`src/rtl/fifo_beat_packer_pkg.sv`:
```
// Shared definitions for the FIFO beat packer: FSM state encoding and
// default geometry used when the parent does not override the parameters.
package fifo_beat_packer_pkg;

    localparam int DATA_WIDTH_DEF     = 64;
    localparam int WORDS_PER_BEAT_DEF = 4;
    localparam int CNT_WIDTH_DEF      = 16;

    localparam logic [1:0] ST_IDLE   = 2'd0;
    localparam logic [1:0] ST_GATHER = 2'd1;
    localparam logic [1:0] ST_OUTPUT = 2'd2;

endpackage

```
`src/rtl/fifo_beat_packer.sv`:
```
// Pops WORDS_PER_BEAT words from a fall-through FIFO, packs them LSB-first
// into one wide beat and hands it downstream with valid/ready, beat_num times.
module fifo_beat_packer
    import fifo_beat_packer_pkg::*;
#(
    parameter int DATA_WIDTH     = DATA_WIDTH_DEF,
    parameter int WORDS_PER_BEAT = WORDS_PER_BEAT_DEF,
    parameter int CNT_WIDTH      = CNT_WIDTH_DEF
) (
    input  logic                                 clk,
    input  logic                                 rst_n,
    input  logic                                 start,
    input  logic [CNT_WIDTH-1:0]                 beat_num,
    output logic                                 fifo_rd_en,
    input  logic [DATA_WIDTH-1:0]                fifo_rd_data,
    input  logic                                 fifo_rd_empty,
    output logic [DATA_WIDTH*WORDS_PER_BEAT-1:0] m_data,
    output logic                                 m_valid,
    input  logic                                 m_ready,
    output logic                                 m_last,
    output logic                                 busy,
    output logic                                 done
);

    localparam int IDX_W = $clog2(WORDS_PER_BEAT);

    logic [1:0]           state;
    logic [IDX_W-1:0]     word_idx;
    logic [CNT_WIDTH-1:0] remaining;
    logic                 pop;

    // Pop only while gathering and the FIFO head is valid; never on empty.
    assign pop        = (state == ST_GATHER) && !fifo_rd_empty;
    assign fifo_rd_en = pop;

    always_ff @(posedge clk or negedge rst_n) begin
        if (!rst_n) begin
            state     <= ST_IDLE;
            word_idx  <= '0;
            remaining <= '0;
            m_data    <= '0;
            m_valid   <= 1'b0;
            m_last    <= 1'b0;
            busy      <= 1'b0;
            done      <= 1'b0;
        end else begin
            done <= 1'b0;
            case (state)
                ST_IDLE: begin
                    if (start) begin
                        if (beat_num != '0) begin
                            remaining <= beat_num;
                            word_idx  <= '0;
                            busy      <= 1'b1;
                            state     <= ST_GATHER;
                        end else begin
                            done <= 1'b1;
                        end
                    end
                end
                ST_GATHER: begin
                    if (pop) begin
                        for (int i = 0; i < WORDS_PER_BEAT; i++) begin
                            if (word_idx == IDX_W'(i)) begin
                                m_data[i*DATA_WIDTH +: DATA_WIDTH] <= fifo_rd_data;
                            end
                        end
                        // Last word of the beat: present it on the very next cycle.
                        if (word_idx == IDX_W'(WORDS_PER_BEAT - 1)) begin
                            word_idx <= '0;
                            m_valid  <= 1'b1;
                            m_last   <= (remaining == CNT_WIDTH'(1));
                            state    <= ST_OUTPUT;
                        end else begin
                            word_idx <= word_idx + IDX_W'(1);
                        end
                    end
                end
                ST_OUTPUT: begin
                    if (m_ready) begin
                        m_valid <= 1'b0;
                        m_last  <= 1'b0;
                        if (remaining == CNT_WIDTH'(1)) begin
                            remaining <= '0;
                            busy      <= 1'b0;
                            done      <= 1'b1;
                            state     <= ST_IDLE;
                        end else begin
                            remaining <= remaining - CNT_WIDTH'(1);
                            state     <= ST_GATHER;
                        end
                    end
                end
                default: state <= ST_IDLE;
            endcase
        end
    end

endmodule

```
`config.mk`:
```
export PLATFORM = sky130hd
export DESIGN_NAME = fifo_beat_packer
export DESIGN_NICKNAME = d
export VERILOG_FILES = /design/src/rtl/fifo_beat_packer_pkg.sv /design/src/rtl/fifo_beat_packer.sv
export SDC_FILE = /design/constraint.sdc
export NUM_CORES = 1
export LEC_CHECK = 0
export CORE_ASPECT_RATIO = 0.9
export CORE_MARGIN = 2
export CORE_UTILIZATION = 47
export CTS_BUF_LIST = sky130_fd_sc_hd__clkbuf_4 sky130_fd_sc_hd__clkbuf_8 sky130_fd_sc_hd__clkbuf_16
export CTS_CLUSTER_DIAMETER = 150
export CTS_CLUSTER_SIZE = 28
export DETAILED_ROUTE_END_ITERATION = 7
export MAX_ROUTING_LAYER = met4
export PLACE_DENSITY = 0.81
export SYNTH_ARGS = -nofsm -noshare
export SYNTH_HDL_FRONTEND = slang
export SYNTH_SLANG_ARGS = --single-unit
```
`constraint.sdc`:
```
create_clock -name clk -period 2.4 [get_ports clk]
set_input_delay 0.24 -clock clk [delete_from_list [all_inputs] [get_ports clk]]
set_output_delay 0.24 -clock clk [all_outputs]
set_load 0.01 [all_outputs]
```
==> summary.md, run 1 <==
| Metric | Value |
|---|---|
| Status | `finished, final reports clean` |
| Num CTS Buffers | `13` |
| Post-route ant nets | `0` |
| Top-count cell post-synth | `dfrtp_1` |
| Number of I/O pins | `346` |
| Row cnt | `53` |
| Clock slew at reported path FFs | `0.12 ns` |
| Pwr dens | `1350 nW/µm²` |
| Crit. End Element | `flip-flop` |
| Worst reg2reg setup slack | `0.16 ns` |
| Headroom to the max-slew limit | `0.587` |
| Fillers | `1707` |
| Post-synthesis sequential area ratio | `0.639` |
| Synthesized area | `11000 µm²` |
| Routed len/inst | `20.6 µm` |
| Worst setup path startpoint | `remaining[1]` |
| Share of the synthesized area in the top cell type | `0.639` |
| FFs w/ async S/R, synth | `1.00` |
| Via count of the first global-routing pass | `7557` |
| Net Switching | `6.57 mW` |
| WL final | `28200 µm` |
| Layout cell share with drive strength beyond 1 | `0.287` |
| Latest clock arrival within the worst-skew pair | `0.48 ns` |
| Startpoint types | `flip-flop` |
| Final Max Tran Viols | `0` |
| Maximum fanout along the worst path | `18` |
| Worst slew pin tran | `0.617 ns` |
| Width of the die | `165 µm` |
| Synth Warn # | `0` |
| Initial core utilization | `0.474` |
| Pin count of the biggest net entering global routing | `65` |
| Postcts setup bufs | `0` |
| Top post-synthesis cells by area | `dfrtp_1, mux2_2, buf_2` |
| Hold Crit Class | `in -> async` |
| Worst-case clock buffer depth | `3` |
| Initial DRT Pass Iterations | `4` |
| Leak | `6.40 nW` |
| Reg2reg end | `remaining[8]` |
| Vias | `7334` |
| Clk sink count | `280` |
| Initial DRC Count | `418` |
| Synth cell count leaders | `dfrtp_1, mux2_2, buf_2` |
| Max Fclk | `447 MHz` |
| Total Power | `20.7 mW` |
| Initial antenna violation count | `0` |
| Yosys cell types | `41` |
| Kind of critical path | `reg -> reg` |
| Main flop type after synthesis | `dfrtp_1` |
| Antenna diode count | `0` |
| Skew final | `0.0226 ns` |
| Clk pwr share | `0.115` |
| Area leader, netlist | `dfrtp_1` |
| GPL Wtd Cong | `0.891` |
| Synthesized instance count | `720` |
| First-pass GRT wire length | `43000 µm` |
| CTS tree | `done` |
| Fin crit share | `0.931` |
| Flops & latches, synth | `280` |
| DP Wirelength | `19800 µm` |
| R2R depth | `7` |
| CP endpoint | `remaining[8]` |
| Avg Cell Area, Syn | `15.2 µm²` |
| IO Port Bufs | `345` |
| Post-synth EDFFs | `0` |
| Clk Tree Root Cell | `clkbuf_16` |
| H-tree level count | `1` |
| R2r startpoint | `remaining[1]` |
| Logic gate share of total power | `0.481` |
| Required @ worst endpoint | `2.79 ns` |
| Die Height | `149 µm` |
| Max-cap violations | `0` |
| Overflow after GRT | `0` |
| Drt drc | `0` |
| P_int | `14.1 mW` |
| Sequential Power Share | `0.404` |
| GRT Overall Usage | `0.233` |
| Syn_nets | `811` |
| Die ar. | `24600 µm²` |
| Switch share | `0.318` |
| VDD IR-drop max | `0.804 mV` |
| RSZ-0062 raised after global routing | `no` |
| Nets | `1160` |
| Area grow syn2layout | `39.6%` |
| Post-Route Setup TNS | `0 ns` |
| Vias per inst | `5.36` |
| Fin crit period | `2.24 ns` |
| # setup viols final | `0` |
| Core Area | `23100 µm²` |
| Crit path DAT | `2.62 ns` |
| Hold Fails Final Rpt | `0` |
==> worst max-delay path, cell delays in order (launching register included) <==
cell and delay, ns:
dfrtp_1 0.44, inv_1 0.11, ha_1 0.15, or4b_4 0.51, o41ai_4 0.33, buf_6 0.22, o21ai_0 0.11, a22o_1 0.26
==> worst min-delay path by stage <==
| stage | startpoint | end | slack [ns] |
|---|---|---|---|
| 5_1_grt | rst_n | m_data[251] | 0.30 |
| 4_1_cts | rst_n | m_data[251] | 0.27 |
| 3_3_place_gp | rst_n | m_data[251] | 0.22 |
| 6_report | rst_n | m_data[251] | 0.26 |
| 2_1_floorplan | rst_n | busy | -0.06 |
| 3_5_place_dp | rst_n | m_data[251] | 0.22 |
==> repair_timing <==
| action | in CTS | in global routing |
|---|---|---|
| gates resized for setup | 1 | 4 |
| hold buffers | 1 | 0 |
| setup endpoints to repair | 1 | 13 |
| hold endpoints to repair | 53 | 0 |
==> registers in the layout, indices dropped and copies added (netlist names) <==
signal / flops
busy: 1
m_data: 256
done: 1
m_last: 1
word_idx: 2
state: 2
remaining: 16
m_valid: 1
==> per-layer routing <==
metal	global-route usage	vias up	wire length [µm]
li1	-	3292	-
met1	0.295	3711	11600
met2	0.367	286	13200
met3	0.0695	45	2510
met4	0.0639	0	886
met5	-	-	0
==> cell usage in the layout, fill, tap and decap left out, types with 3 or more instances in the layout <==
cell               n
nor3b_1            3
buf_4             14
inv_1              7
a32oi_1            4
a31oi_1            3
or4_1              3
clkdlybuf4s50_1  344
o21ai_0           14
dfrtp_1          279
mux2_2           256
and3_4             3
clkbuf_16         13
nand2_1           13
buf_12             9
a21oi_1           16
nand3_1            3
nor4_1             9
o2bb2ai_1          4
nor2_1            14
a22o_1             4
ha_1               6
nor3_1             9
o21ai_1            6
==> cell families after synthesis <==
| kind of cell | synth area share |
|---|---|
| compound gates | 0.0395 |
| fa+ha+maj | 0.00684 |
| buf+inv | 0.0178 |
| flops | 0.639 |
| mux | 0.263 |
| simple gates | 0.0343 |
==> stage by stage <==
step                setup WS [ns]  area [µm²]  std cells  utilization  hold slack (ns)
detailed placement          0.120       15000       1355        0.646            0.219
CTS                        0.0572       15300       1369        0.661            0.270
global route               0.0649       15300       1369        0.662            0.296
global placement            0.194       15000       1355        0.646            0.219
floorplan                   0.237       11000        720            -          -0.0556
finish                      0.164       15300       1369        0.662            0.261
==> power by group through the flow <==
stage / sequential, mW / clock [mW] / combinational, mW
after detailed placement: 8.43 / 0 / 9.98
final: 8.35 / 2.37 / 9.95
after CTS: 8.36 / 2.47 / 10.0
after global placement: 8.31 / 0 / 9.83
after global routing: 8.64 / 2.63 / 10.6
after floorplan: 9.32 / 0 / 3.18
==> final cells by class <==
cell class | count | area, µm² | share of cell area
clock buffer | 13 | 325 | 0.0212
inverter | 7 | 26.3 | 0.00172
timing repair buffer | 370 | 3760 | 0.246
sequential | 280 | 7010 | 0.458
tap | 302 | 378 | 0.0247
multi-input combinational | 397 | 3810 | 0.249
Note: power is estimated with default switching activity, not from simulation.
==> run 2: changes to the inputs <==
--- a/config.mk
+++ b/config.mk
@@ -5,8 +5,7 @@
 export SDC_FILE = /design/constraint.sdc
 export NUM_CORES = 1
 export LEC_CHECK = 0
-export CORE_ASPECT_RATIO = 0.9
-export CORE_MARGIN = 2
+export CORE_MARGIN = 3
 export CORE_UTILIZATION = 47
 export CTS_BUF_LIST = sky130_fd_sc_hd__clkbuf_4 sky130_fd_sc_hd__clkbuf_8 sky130_fd_sc_hd__clkbuf_16
 export CTS_CLUSTER_DIAMETER = 150
==> run 2 against run 1 <==
Setup slack got worse by 0.0025 ns. Sequential cell count unchanged. Clock skew decreased by 0.0085 ns. Combinational power about the same. Fmax decreased by 0.11%. Critical endpoint is now remaining[1]. Largest power group unchanged.
==> summary.md, run 2 (same netlist as run 1, synthesis figures left out) <==
| Metric | Value |
|---|---|
| Status | `finished, final reports clean` |
| Post-Layout Cell Count | `1382` |
| Hold Fails Final Rpt | `0` |
| Post-Route Setup TNS | `0 ns` |
| Pre-CTS setup slack | `0.140 ns` |
| Pwr dens | `1350 nW/µm²` |
| R2R depth | `6` |
| Pin count of the biggest net entering global routing | `58` |
| Logic gate share of total power | `0.482` |
| Sequential Power Share | `0.403` |
| Postcts setup bufs | `0` |
| Final Cell Area | `15400 µm²` |
| Commonest non-fill, non-tap cell in the layout | `clkdlybuf4s50_1` |
| Critical-path top delay cell | `or4_1` |
| Drt drc | `0` |
| Initial DRC Count | `398` |
| Routed len/inst | `20.6 µm` |
| # setup viols final | `0` |
| GRT Overall Usage | `0.228` |
| Clock slew at reported path FFs | `0.10 ns` |
| WL final | `28400 µm` |
| Largest register FFs | `256` |
| Final Max Tran Viols | `0` |
| GPL Wtd Cong | `0.877` |
| Largest registers | `m_data (256), remaining (16)` |
| Total Power | `20.8 mW` |
| Number of I/O pins | `346` |
| Leak | `6.43 nW` |
| Hold Crit Class | `in -> async` |
| Fin crit share | `0.933` |
| Core Area | `22800 µm²` |
| Fin crit period | `2.24 ns` |
| CTS tree | `done` |
| Fillers | `1660` |
| Row cnt | `55` |
| Initial antenna violation count | `0` |
| Max-cap violations | `0` |
| Die ar. | `25200 µm²` |
| Layout cell share with drive strength beyond 1 | `0.288` |
| Antenna diode count | `0` |
| Kind of critical path | `reg -> reg` |
| Num CTS Buffers | `13` |
| Required @ worst endpoint | `2.76 ns` |
| IO Port Bufs | `345` |
| Multi-input logic area | `3810 µm²` |
| Reg with most FFs | `m_data` |
| Worst-case clock buffer depth | `3` |
| Width of the die | `159 µm` |
| Worst path max stage delay | `0.56 ns` |
| P_int | `14.2 mW` |
| Vias | `7330` |
| DP Wirelength | `20600 µm` |
| Initial DRT Pass Iterations | `5` |
| Clk pwr share | `0.115` |
| Storage element area | `7010 µm²` |
| DP Area | `15000 µm²` |
| Nets | `1161` |
| CP Cell Sequence | `inv_1, ha_1, or4b_4, or4_1, a221oi_1, a21oi_1` |
| Overflow after GRT | `0` |
| Crit path DAT | `2.60 ns` |
| Max Fclk | `447 MHz` |
| Initial core utilization | `0.482` |
| Startpoint types | `flip-flop` |
| Clk sink count | `280` |
| H-tree level count | `1` |
| Switch share | `0.318` |
| Final worst slack | `0.162 ns` |
| Net Switching | `6.59 mW` |
| RSZ-0062 raised after global routing | `no` |
| Placed Cells | `1367` |
| Skew final | `0.0141 ns` |
| Worst reg2reg setup slack | `0.16 ns` |
| Post-route ant nets | `0` |
| Via count of the first global-routing pass | `7921` |
| Clk Tree Root Cell | `clkbuf_16` |
| Crit. End Element | `flip-flop` |
| Vias per inst | `5.30` |
| First-pass GRT wire length | `45100 µm` |
| Area grow syn2layout | `40.4%` |
| Most frequent cells in the layout | `clkdlybuf4s50_1, dfrtp_1, mux2_2` |
| Worst slew pin tran | `0.660 ns` |
| Latest clock arrival within the worst-skew pair | `0.48 ns` |
| VDD IR-drop max | `0.915 mV` |
| Maximum fanout along the worst path | `4` |
| Headroom to the max-slew limit | `0.559` |
| Die Height | `159 µm` |
-- run 2: cell types whose count changed in the layout (fill, tap and decap cells not counted), sizes merged --
| cell | previous run | this run |
|---|---|---|
| buf | 25 | 26 |
| inv | 7 | 8 |
-- run 2: per-layer routing --
| layer | up-vias | share of wire | track usage |
|---|---|---|---|
| li1 | 3292 | - | - |
| met1 | 3716 | 0.41 | 0.281 |
| met2 | 276 | 0.50 | 0.384 |
| met3 | 46 | 0.072 | 0.0613 |
| met4 | 0 | 0.021 | 0.0474 |
| met5 | - | 0 | - |
-- run 2: what timing repair did --
action,CTS,global route
endpoints found under the hold margin,50,0
resized for setup,2,4
cloned,0,0
hold buffers,1,0
endpoints found under the setup margin,1,7
-- run 2: final timing paths --
check,from,end
worst max-delay path,remaining[1],remaining[1]
worst min-delay path,rst_n,m_data[250]
worst max register to register,remaining[1],remaining[1]
worst min register to register,m_valid,m_valid
max in group asynchronous,rst_n,m_data[145]
min in group clk,beat_num[4],remaining[4]
-- run 2: layout make-up --
cell class | instances | area share
Multi-Input combinational cell | 397 | 0.247
Inverter | 7 | 0.00171
Clock inverter | 1 | 0.000569
Clock buffer | 13 | 0.0211
Timing Repair Buffer | 371 | 0.249
Sequential cell | 280 | 0.455
Tap cell | 313 | 0.0254
-- run 2: power groups by stage --
| stage | logic (mW) | clock network, mW | registers [mW] |
|---|---|---|---|
| final | 10.0 | 2.39 | 8.36 |
| after global routing | 10.6 | 2.64 | 8.66 |
| after CTS | 10.1 | 2.49 | 8.37 |
| after detailed placement | 10.1 | 0 | 8.44 |
| after global placement | 9.89 | 0 | 8.33 |
| after floorplan | 3.18 | 0 | 9.32 |
-- run 2: through the flow --
step / hold slack [ns] / util
final: 0.267 / 0.676
after CTS: 0.266 / 0.675
after detailed placement: 0.211 / 0.660
after global placement: 0.212 / 0.660
after floorplan: -0.0556 / -
after global routing: 0.304 / 0.676
-- run 2: critical path: cells and delay by family, from the launching register on --
kind / cells / cell delay [ns]
fa+ha+maj: 1 / 0.15
compound gates: 2 / 0.37
flops: 1 / 0.42
buf+inv: 1 / 0.11
simple gates: 2 / 1.08
==> run 3: changes to the inputs <==
--- a/config.mk
+++ b/config.mk
@@ -5,14 +5,18 @@
 export SDC_FILE = /design/constraint.sdc
 export NUM_CORES = 1
 export LEC_CHECK = 0
+export CELL_PAD_IN_SITES_DETAIL_PLACEMENT = 0
+export CELL_PAD_IN_SITES_GLOBAL_PLACEMENT = 1
 export CORE_MARGIN = 3
-export CORE_UTILIZATION = 47
+export CORE_UTILIZATION = 37
 export CTS_BUF_LIST = sky130_fd_sc_hd__clkbuf_4 sky130_fd_sc_hd__clkbuf_8 sky130_fd_sc_hd__clkbuf_16
 export CTS_CLUSTER_DIAMETER = 150
 export CTS_CLUSTER_SIZE = 28
 export DETAILED_ROUTE_END_ITERATION = 7
 export MAX_ROUTING_LAYER = met4
-export PLACE_DENSITY = 0.81
+export PLACE_DENSITY_LB_ADDON = 0.1
+export SETUP_SLACK_MARGIN = 0.4
 export SYNTH_ARGS = -nofsm -noshare
 export SYNTH_HDL_FRONTEND = slang
 export SYNTH_SLANG_ARGS = --single-unit
+export TNS_END_PERCENT = 20
==> run 3 against run 2 <==
Non-clock buffer count is 15 higher. Clock power is 2% higher. Core utilization is 14 points lower. Critical path type unchanged. Sequential cell count stayed put. Routed wire length is 4.8% higher. Setup slack better by 0.13 ns. Cell area is 1.3% higher. Via count is 0.90% lower. Cell count is 6.2% higher.
==> summary.md, run 3 (same netlist as run 1, synthesis figures left out) <==
| Metric | Value |
|---|---|
| Crit path DAT | `2.50 ns` |
| Initial core utilization | `0.379` |
| Fin crit period | `2.11 ns` |
| Post-Layout Cell Count | `1468` |
| Routed len/inst | `20.3 µm` |
| Placed Cells | `1444` |
| Width of the die | `178 µm` |
| Post-Route Setup TNS | `0 ns` |
| Max Fclk | `475 MHz` |
| Latest clock arrival within the worst-skew pair | `0.49 ns` |
| DP Wirelength | `20900 µm` |
| Row cnt | `62` |
| Drt drc | `0` |
| Reg2reg end | `remaining[8]` |
| Hold Fails Final Rpt | `0` |
| Final Cell Area | `15600 µm²` |
| Hold Crit Class | `in -> async` |
| Commonest non-fill, non-tap cell in the layout | `clkdlybuf4s50_1` |
| Required @ worst endpoint | `2.79 ns` |
| Area grow syn2layout | `42.3%` |
| Fin util | `0.539` |
| Antenna diode count | `0` |
| Skew final | `0.0143 ns` |
| Most frequent cells in the layout | `clkdlybuf4s50_1, dfrtp_1, mux2_2` |
| # setup viols final | `0` |
| Largest register FFs | `256` |
| Fin crit share | `0.878` |
| Nets | `1176` |
| Layout cell share with drive strength beyond 1 | `0.309` |
| Post-route ant nets | `0` |
| Final worst slack | `0.293 ns` |
| Via count of the first global-routing pass | `7529` |
| Number of I/O pins | `346` |
| Vias | `7264` |
| Clock slew at reported path FFs | `0.11 ns` |
| WL final | `29800 µm` |
| Status | `finished, final reports clean` |
| VDD IR-drop max | `0.752 mV` |
| Worst reg2reg setup slack | `0.29 ns` |
| Initial DRC Count | `315` |
| Die Height | `178 µm` |
| R2r startpoint | `remaining[10]` |
| Pin count of the biggest net entering global routing | `78` |
| Worst-case clock buffer depth | `3` |
| Num CTS Buffers | `13` |
| H-tree level count | `1` |
| Leak | `6.49 nW` |
| Die ar. | `31700 µm²` |
| Headroom to the max-slew limit | `0.576` |
| Largest registers | `m_data (256), remaining (16)` |
| Fillers | `2481` |
| Reg with most FFs | `m_data` |
| Vias per inst | `4.95` |
| IO Port Bufs | `345` |
| Total Power | `20.9 mW` |
| RSZ-0062 raised after global routing | `yes` |
| Initial antenna violation count | `0` |
| Worst slew pin tran | `0.635 ns` |
| Kind of critical path | `reg -> reg` |
| Hold WS | `0.318 ns` |
| Overflow after GRT | `0` |
| DP Area | `15100 µm²` |
| Core Area | `28900 µm²` |
| Max-cap violations | `0` |
| Pwr dens | `1340 nW/µm²` |
| Worst setup path startpoint | `remaining[10]` |
| Clk Tree Root Cell | `clkbuf_16` |
| Maximum fanout along the worst path | `9` |
| Initial DRT Pass Iterations | `5` |
| Final Max Tran Viols | `0` |
| GRT Overall Usage | `0.188` |
| GPL Wtd Cong | `0.818` |
| First-pass GRT wire length | `45300 µm` |
| R2R depth | `5` |
| CTS tree | `done` |
| Crit. End Element | `flip-flop` |
| Clk sink count | `280` |
| Pre-CTS setup slack | `0.0351 ns` |
| Startpoint types | `flip-flop` |
==> run 3: cell types whose count changed in the layout (fill, tap and decap cells not counted), sizes merged <==
cell,before,now
buf,26,41
clkdlybuf4s50,344,343
dlygate4sd2,0,1
==> run 3: worst max path at each step <==
stage                     to  slack (ns)
3_5_place_dp    remaining[8]        0.04
4_1_cts         remaining[1]        0.31
5_1_grt         remaining[8]        0.23
3_3_place_gp        state[0]        0.08
2_1_floorplan  remaining[15]        0.36
6_report        remaining[8]        0.29
==> run 3: final cells by class <==
class	count	area (µm²)	share of cell area
Timing Repair Buffer	386	3900	0.250
Inverter	7	26.3	0.00168
Multi-Input combinational cell	397	3850	0.247
Sequential cell	280	7010	0.449
Clock inverter	1	8.76	0.000561
Tap cell	384	480	0.0308
Clock buffer	13	325	0.0208
==> run 3: critical path: stages, from the launching register on <==
cell and delay, ns:
dfrtp_1 0.43, or4_4 0.61, o41ai_4 0.42, buf_6 0.20, o21ai_0 0.09, a22o_1 0.25
==> run 3: where the power goes <==
group	switching (mW)	internal, mW	total [mW]
clock network	1.44	0.994	2.43
registers	1.21	7.04	8.25
logic	3.99	6.18	10.2
total	6.64	14.2	20.9
==> run 3: what timing repair did <==
action	CTS	global route
pin swaps	2	5
hold buffers	1	0
endpoints found under the setup margin	19	56
gates cloned	1	0
endpoints found under the hold margin	65	0
buffers inserted	3	5
resized for setup	9	14
==> run 3: routing by layer <==
layer  GRT usage  wire [µm]  up-vias
li1            -          -     3324
met1       0.234      12300     3711
met2       0.315      14800      206
met3      0.0483       2200       23
met4      0.0338        473        0
met5           -          0        -
